<file path="src/rtl/sys1_video_timing.sv">
// sys1_video_timing: pixel-enable, raster counters, sync/blank generation and RGB expansion
// Ports:
//    clk48M, reset        master clock, async active-high reset
//    HOFS, VOFS           signed sync shifts (pixels / lines), latched at frame start
//    POUT                 core pixel {B[1:0],G[2:0],R[2:0]}
//    CE_PIX               6 MHz pixel enable, one clk48M in eight
//    PH, PV               raster position presented to the core this pixel
//    R, G, B              expanded colour, aligned with the sync/blank outputs
//    HSYNC, VSYNC         active-high syncs
//    HBLANK, VBLANK, DE   active-high blanks and display enable
module sys1_video_timing #(
   parameter int HTOTAL   = 384,
   parameter int HACT     = 256,
   parameter int HS_START = 304,
   parameter int HS_WIDTH = 32,
   parameter int VTOTAL   = 264,
   parameter int VACT     = 224,
   parameter int VS_START = 236,
   parameter int VS_WIDTH = 3
) (
   input  logic       clk48M,
   input  logic       reset,
   input  logic [3:0] HOFS,
   input  logic [3:0] VOFS,
   input  logic [7:0] POUT,
   output logic       CE_PIX,
   output logic [8:0] PH,
   output logic [8:0] PV,
   output logic [7:0] R,
   output logic [7:0] G,
   output logic [7:0] B,
   output logic       HSYNC,
   output logic       VSYNC,
   output logic       HBLANK,
   output logic       VBLANK,
   output logic       DE
);
   localparam logic signed [9:0] HS_MIN = 10'(HACT);
   localparam logic signed [9:0] HS_MAX = 10'(HTOTAL - HS_WIDTH);
   localparam logic signed [9:0] VS_MIN = 10'(VACT);
   localparam logic signed [9:0] VS_MAX = 10'(VTOTAL - VS_WIDTH);

   logic [2:0] div_q, div_d;
   logic       ce_q, ce_d;
   logic [8:0] ph_q, ph_d, pv_q, pv_d;
   logic [3:0] hofs_q, hofs_d, vofs_q, vofs_d;
   logic [7:0] r_q, r_d, g_q, g_d, b_q, b_d;
   logic       hs_q, hs_d, vs_q, vs_d, hb_q, hb_d, vb_q, vb_d, de_q, de_d;
   logic signed [9:0] hs_raw, vs_raw, hs_pos, vs_pos;
   logic       ph_wrap, pv_wrap, hb0, vb0, hs0, vs0;

   // offsets are held in registers so a mid-frame change cannot tear the raster
   assign hs_raw  = 10'(HS_START) + {{6{hofs_q[3]}}, hofs_q};
   assign vs_raw  = 10'(VS_START) + {{6{vofs_q[3]}}, vofs_q};
   assign hs_pos  = hs_raw < HS_MIN ? HS_MIN : hs_raw > HS_MAX ? HS_MAX : hs_raw;
   assign vs_pos  = vs_raw < VS_MIN ? VS_MIN : vs_raw > VS_MAX ? VS_MAX : vs_raw;
   assign ph_wrap = ph_q == 9'(HTOTAL - 1);
   assign pv_wrap = pv_q == 9'(VTOTAL - 1);
   assign hb0     = ph_q >= 9'(HACT);
   assign vb0     = pv_q >= 9'(VACT);
   assign hs0     = {1'b0, ph_q} >= hs_pos && {1'b0, ph_q} < hs_pos + 10'(HS_WIDTH);
   assign vs0     = {1'b0, pv_q} >= vs_pos && {1'b0, pv_q} < vs_pos + 10'(VS_WIDTH);

   always_comb begin
      div_d  = div_q + 3'd1;
      ce_d   = div_q == 3'd7;
      ph_d   = ph_q;
      pv_d   = pv_q;
      hofs_d = hofs_q;
      vofs_d = vofs_q;
      r_d    = r_q;
      g_d    = g_q;
      b_d    = b_q;
      hs_d   = hs_q;
      vs_d   = vs_q;
      hb_d   = hb_q;
      vb_d   = vb_q;
      de_d   = de_q;
      if (ce_q) begin
         ph_d   = ph_wrap ? 9'd0 : ph_q + 9'd1;
         pv_d   = !ph_wrap ? pv_q : pv_wrap ? 9'd0 : pv_q + 9'd1;
         hofs_d = (ph_q == 9'd0 && pv_q == 9'd0) ? HOFS : hofs_q;
         vofs_d = (ph_q == 9'd0 && pv_q == 9'd0) ? VOFS : vofs_q;
         r_d    = (hb0 || vb0) ? 8'd0 : {POUT[2:0], POUT[2:0], POUT[2:1]};
         g_d    = (hb0 || vb0) ? 8'd0 : {POUT[5:3], POUT[5:3], POUT[5:4]};
         b_d    = (hb0 || vb0) ? 8'd0 : {4{POUT[7:6]}};
         hs_d   = hs0;
         vs_d   = vs0;
         hb_d   = hb0;
         vb_d   = vb0;
         de_d   = !(hb0 || vb0);
      end
   end

   always_ff @(posedge clk48M or posedge reset) begin
      if (reset) begin
         div_q  <= 3'd0;
         ce_q   <= 1'b0;
         ph_q   <= 9'd0;
         pv_q   <= 9'd0;
         hofs_q <= 4'd0;
         vofs_q <= 4'd0;
         r_q    <= 8'd0;
         g_q    <= 8'd0;
         b_q    <= 8'd0;
         hs_q   <= 1'b0;
         vs_q   <= 1'b0;
         hb_q   <= 1'b1;
         vb_q   <= 1'b1;
         de_q   <= 1'b0;
      end else begin
         div_q  <= div_d;
         ce_q   <= ce_d;
         ph_q   <= ph_d;
         pv_q   <= pv_d;
         hofs_q <= hofs_d;
         vofs_q <= vofs_d;
         r_q    <= r_d;
         g_q    <= g_d;
         b_q    <= b_d;
         hs_q   <= hs_d;
         vs_q   <= vs_d;
         hb_q   <= hb_d;
         vb_q   <= vb_d;
         de_q   <= de_d;
      end
   end

   assign CE_PIX = ce_q;
   assign PH     = ph_q;
   assign PV     = pv_q;
   assign R      = r_q;
   assign G      = g_q;
   assign B      = b_q;
   assign HSYNC  = hs_q;
   assign VSYNC  = vs_q;
   assign HBLANK = hb_q;
   assign VBLANK = vb_q;
   assign DE     = de_q;
endmodule

</file>
<file path="config.mk">
export PLATFORM = sky130hd
export DESIGN_NAME = sys1_video_timing
export DESIGN_NICKNAME = d
export VERILOG_FILES = /design/src/rtl/sys1_video_timing.sv
export SDC_FILE = /design/constraint.sdc
export NUM_CORES = 1
export LEC_CHECK = 0
export ABC_AREA = 1
export BUFFER_PORTS_ARGS = -buffer_cell sky130_fd_sc_hd__buf_4
export CORE_MARGIN = 2
export CORE_UTILIZATION = 49
export CTS_CLUSTER_DIAMETER = 200
export DETAILED_ROUTE_END_ITERATION = 7
export PLACE_DENSITY = 0.81
export SYNTH_ARGS = -nofsm -noshare
export SYNTH_HDL_FRONTEND = slang
export SYNTH_SLANG_ARGS = --single-unit
export TNS_END_PERCENT = 1
</file>
<file path="constraint.sdc">
create_clock -name clk48M -period 1.87 [get_ports clk48M]
set_input_delay 0.187 -clock clk48M [delete_from_list [all_inputs] [get_ports clk48M]]
set_output_delay 0.187 -clock clk48M [all_outputs]
set_load 0.01 [all_outputs]
</file>
==> flow_metrics.tcl <==
set metrics [dict create \
    numCtsBuffers 5 \
    slew_headroom_pct 63.03 \
    io_pins 66 \
    power_density_nw_per_um2 522.0 \
    die_w_um 80.05 \
    cp.arrival_ns 2.02 \
    worstSetupPathType "flip-flop to flip-flop" \
    fin_skew_ns 0.01033 \
    fin_crit_ns 1.819 \
    cts.sinks 43 \
    avgSynthCellArea_sq_um 8.262 \
    synth_nets 390 \
    die_y_um 80.05 \
    maxSlewViolCount 0 \
    critPathLaunchType "flip-flop" \
    netlist_instances 343 \
    drtPass1Iterations 4 \
    clock_latency_ns 0.31 \
    root_buffer "clkbuf_8" \
    ys_seq_elements 43 \
    cts_hold_buf 0 \
    drt-wirelength-per-cell_um 12.82 \
    holdCritPathClass "input port to asynchronous set/reset pin" \
    dp_hpwl_um 4563 \
    setup_viol 0 \
    ant_nets 0 \
    dieArea_sq_um 6408 \
    ys_types 35 \
    syn_to_final_growth_pct 22.38 \
    seq_area_frac_synth_pct 38.06 \
    worst_pin_slew_ns 0.5545 \
    post-route-period-util_pct 97.29 \
    nets 452 \
    grt_pass1_wl_um 10340 \
    viasPerCell 4.960 \
    cp_max_fo 3 \
    p_leak_nw 1.883 \
    max_freq_mhz 549.6 \
    core-area_sq_um 5540 \
    cts_buffer_depth 2 \
    h-tree-depth 2 \
    drt-initial-drc-count 161 \
    diodes 0 \
    gp_congestion 0.8416 \
    ir_drop_v 0.0004365 \
    fillCellCount 495 \
    status "complete, no violations" \
    worstPathRequired_ns 2.07 \
    yosys_warnings 0 \
    grt_usage_pct 20.62 \
    hold_viol 0 \
    rows 27 \
    overflow 0 \
    rsz0062_at_grt "yes" \
    grt_start_max_net_pins 44 \
    synth_area_sq_um 2834 \
    grt_antenna_before_repair 0 \
    num_vias 2371 \
    start_util_pct 51.15 \
    end_kind "flip-flop" \
    maxCapViolCount 0 \
    rrSetupSlack_ns 0.05 \
    final_cell_mix "nand2_1 (84), buf_4 (76), inv_1 (42)" \
    fin_setup_tns_ns 0 \
    clkTransAtPathRegs_ns 0.09 \
    drt_wl_total_um 6128 \
    drc 0 \
    port_buffers 65 \
    final_layout_size_suffix_gt1_share_pct 31.03 \
    cts_tree "built" \
    power_mw 1.810 \
    final_common_cell "nand2_1" \
    grt_pass1_vias 2284 \
]
-- path summary, 6_finish.rpt --
check	start	endpoint	depth (start not counted)
worst max-delay path	vofs_q[2]	VSYNC	14
worst min-delay path	reset	PV[6]	3
worst max register to register	vofs_q[2]	VSYNC	14
worst min register to register	div_q[0]	div_q[0]	1
max in group asynchronous	reset	vofs_q[1]	3
min in group clk48M	POUT[1]	R[6]	3
-- routing by layer --
| metal | wire [um] | GRT usage (%) |
|---|---|---|
| met1 | 2729 | 26.57 |
| met2 | 3013 | 35.25 |
| met3 | 298 | 3.596 |
| met4 | 87 | 6.441 |
| met5 | 0 | 0 |
-- logic make-up after synthesis --
logic type | count (synthesis) | share of synthesized area (%)
DFF | 43 | 38.06
and+or+nand+nor | 156 | 25.48
xor gates and xnor gates | 11 | 3.399
adders and majority gates | 29 | 12.80
buffers and inverters | 76 | 13.42
AOI/OAI and AO/OA | 28 | 6.843
-- what timing repair did --
action                                 CTS  global route
resized for setup                        0            17
endpoints found under the hold margin    0             0
setup buffers                            1             1
setup endpoints to repair                1             1
pin swaps                                0            10
-- stage by stage --
step                worst slack (ns)  hold WS (ns)  std cells  utilization (%)  area, sq um
floorplan                    0.09550        0.3278        343                -         2834
global placement             0.03984        0.3646        468            59.67         3306
detailed placement          0.001916        0.3695        468            59.67         3306
CTS                          0.02786       0.03493        477            61.47         3406
global route                 -0.1058       0.06765        478            62.60         3468
finish                       0.05065       0.01536        478            62.60         3468
-- critical path: stages, from the launching register on --
cell	delay (ns)
dfrtp_1	0.39
inv_2	0.06
ha_4	0.15
inv_2	0.06
nor2_2	0.03
ha_1	0.28
inv_2	0.05
ha_4	0.26
nand2_4	0.05
nor2_4	0.09
nand2_1	0.05
nand2_1	0.06
o21bai_1	0.07
nand3_1	0.08
nand2_1	0.05
-- sequential cells by signal (all words and copies together) (netlist names) --
register	cells
PV	9
hofs_q	4
B	2
vofs_q	4
CE_PIX	1
VBLANK	1
G	3
HSYNC	1
PH	9
HBLANK	1
div_q	3
DE	1
VSYNC	1
R	3
-- where the power goes --
| group | switching [mW] | internal, mW | leakage [nW] |
|---|---|---|---|
| clock network | 0.360 | 0.267 | 0.0408 |
| registers | 0.0156 | 0.947 | 0.537 |
| logic | 0.110 | 0.110 | 1.31 |
| total | 0.486 | 1.32 | 1.88 |
-- area by class of cell --
class | count | area, sq um | share of cell area, %
inverters | 55 | 206.4 | 5.952
repair buffers | 76 | 570.5 | 16.45
flip-flops and latches | 43 | 1079 | 31.10
multi-input cells | 224 | 1430 | 41.23
clock buffers | 5 | 68.82 | 1.984
clock inverters | 3 | 23.77 | 0.6854
well taps | 72 | 90.09 | 2.597
-- Yosys cell counts --
cell type / instances / share of area [%]
nand2_1: 85 / 11
inv_1: 48 / 6.4
dfrtp_1: 41 / 36
ha_1: 29 / 13
nand3_1: 24 / 4.2
nor2_1: 21 / 2.8
buf_4: 16 / 4.2
o21ai_2: 11 / 3.4
nor3_1: 9 / 1.6
o21ai_0: 9 / 1.6
xor2_1: 7 / 2.2
inv_2: 6 / 0.79
nand2_2: 4 / 0.88
xnor2_1: 4 / 1.2
nand4_1: 3 / 0.66
a21oi_1: 2 / 0.35
a31oi_1: 2 / 0.44
dfstp_2: 2 / 1.9
nand3b_1: 2 / 0.53
nor3_2: 2 / 0.71
o21bai_1: 2 / 0.53
and3_1: 1 / 0.22
buf_1: 1 / 0.13
buf_12: 1 / 0.71
buf_2: 1 / 0.18
buf_6: 1 / 0.40
clkbuf_8: 1 / 0.49
clkinv_1: 1 / 0.13
nand3_2: 1 / 0.35
nand4_4: 1 / 0.75
nor2_2: 1 / 0.22
nor2_8: 1 / 0.71
nor3_4: 1 / 0.57
o211ai_1: 1 / 0.26
o31ai_1: 1 / 0.26
No activity file was read; power rests on OpenSTA's default activity.
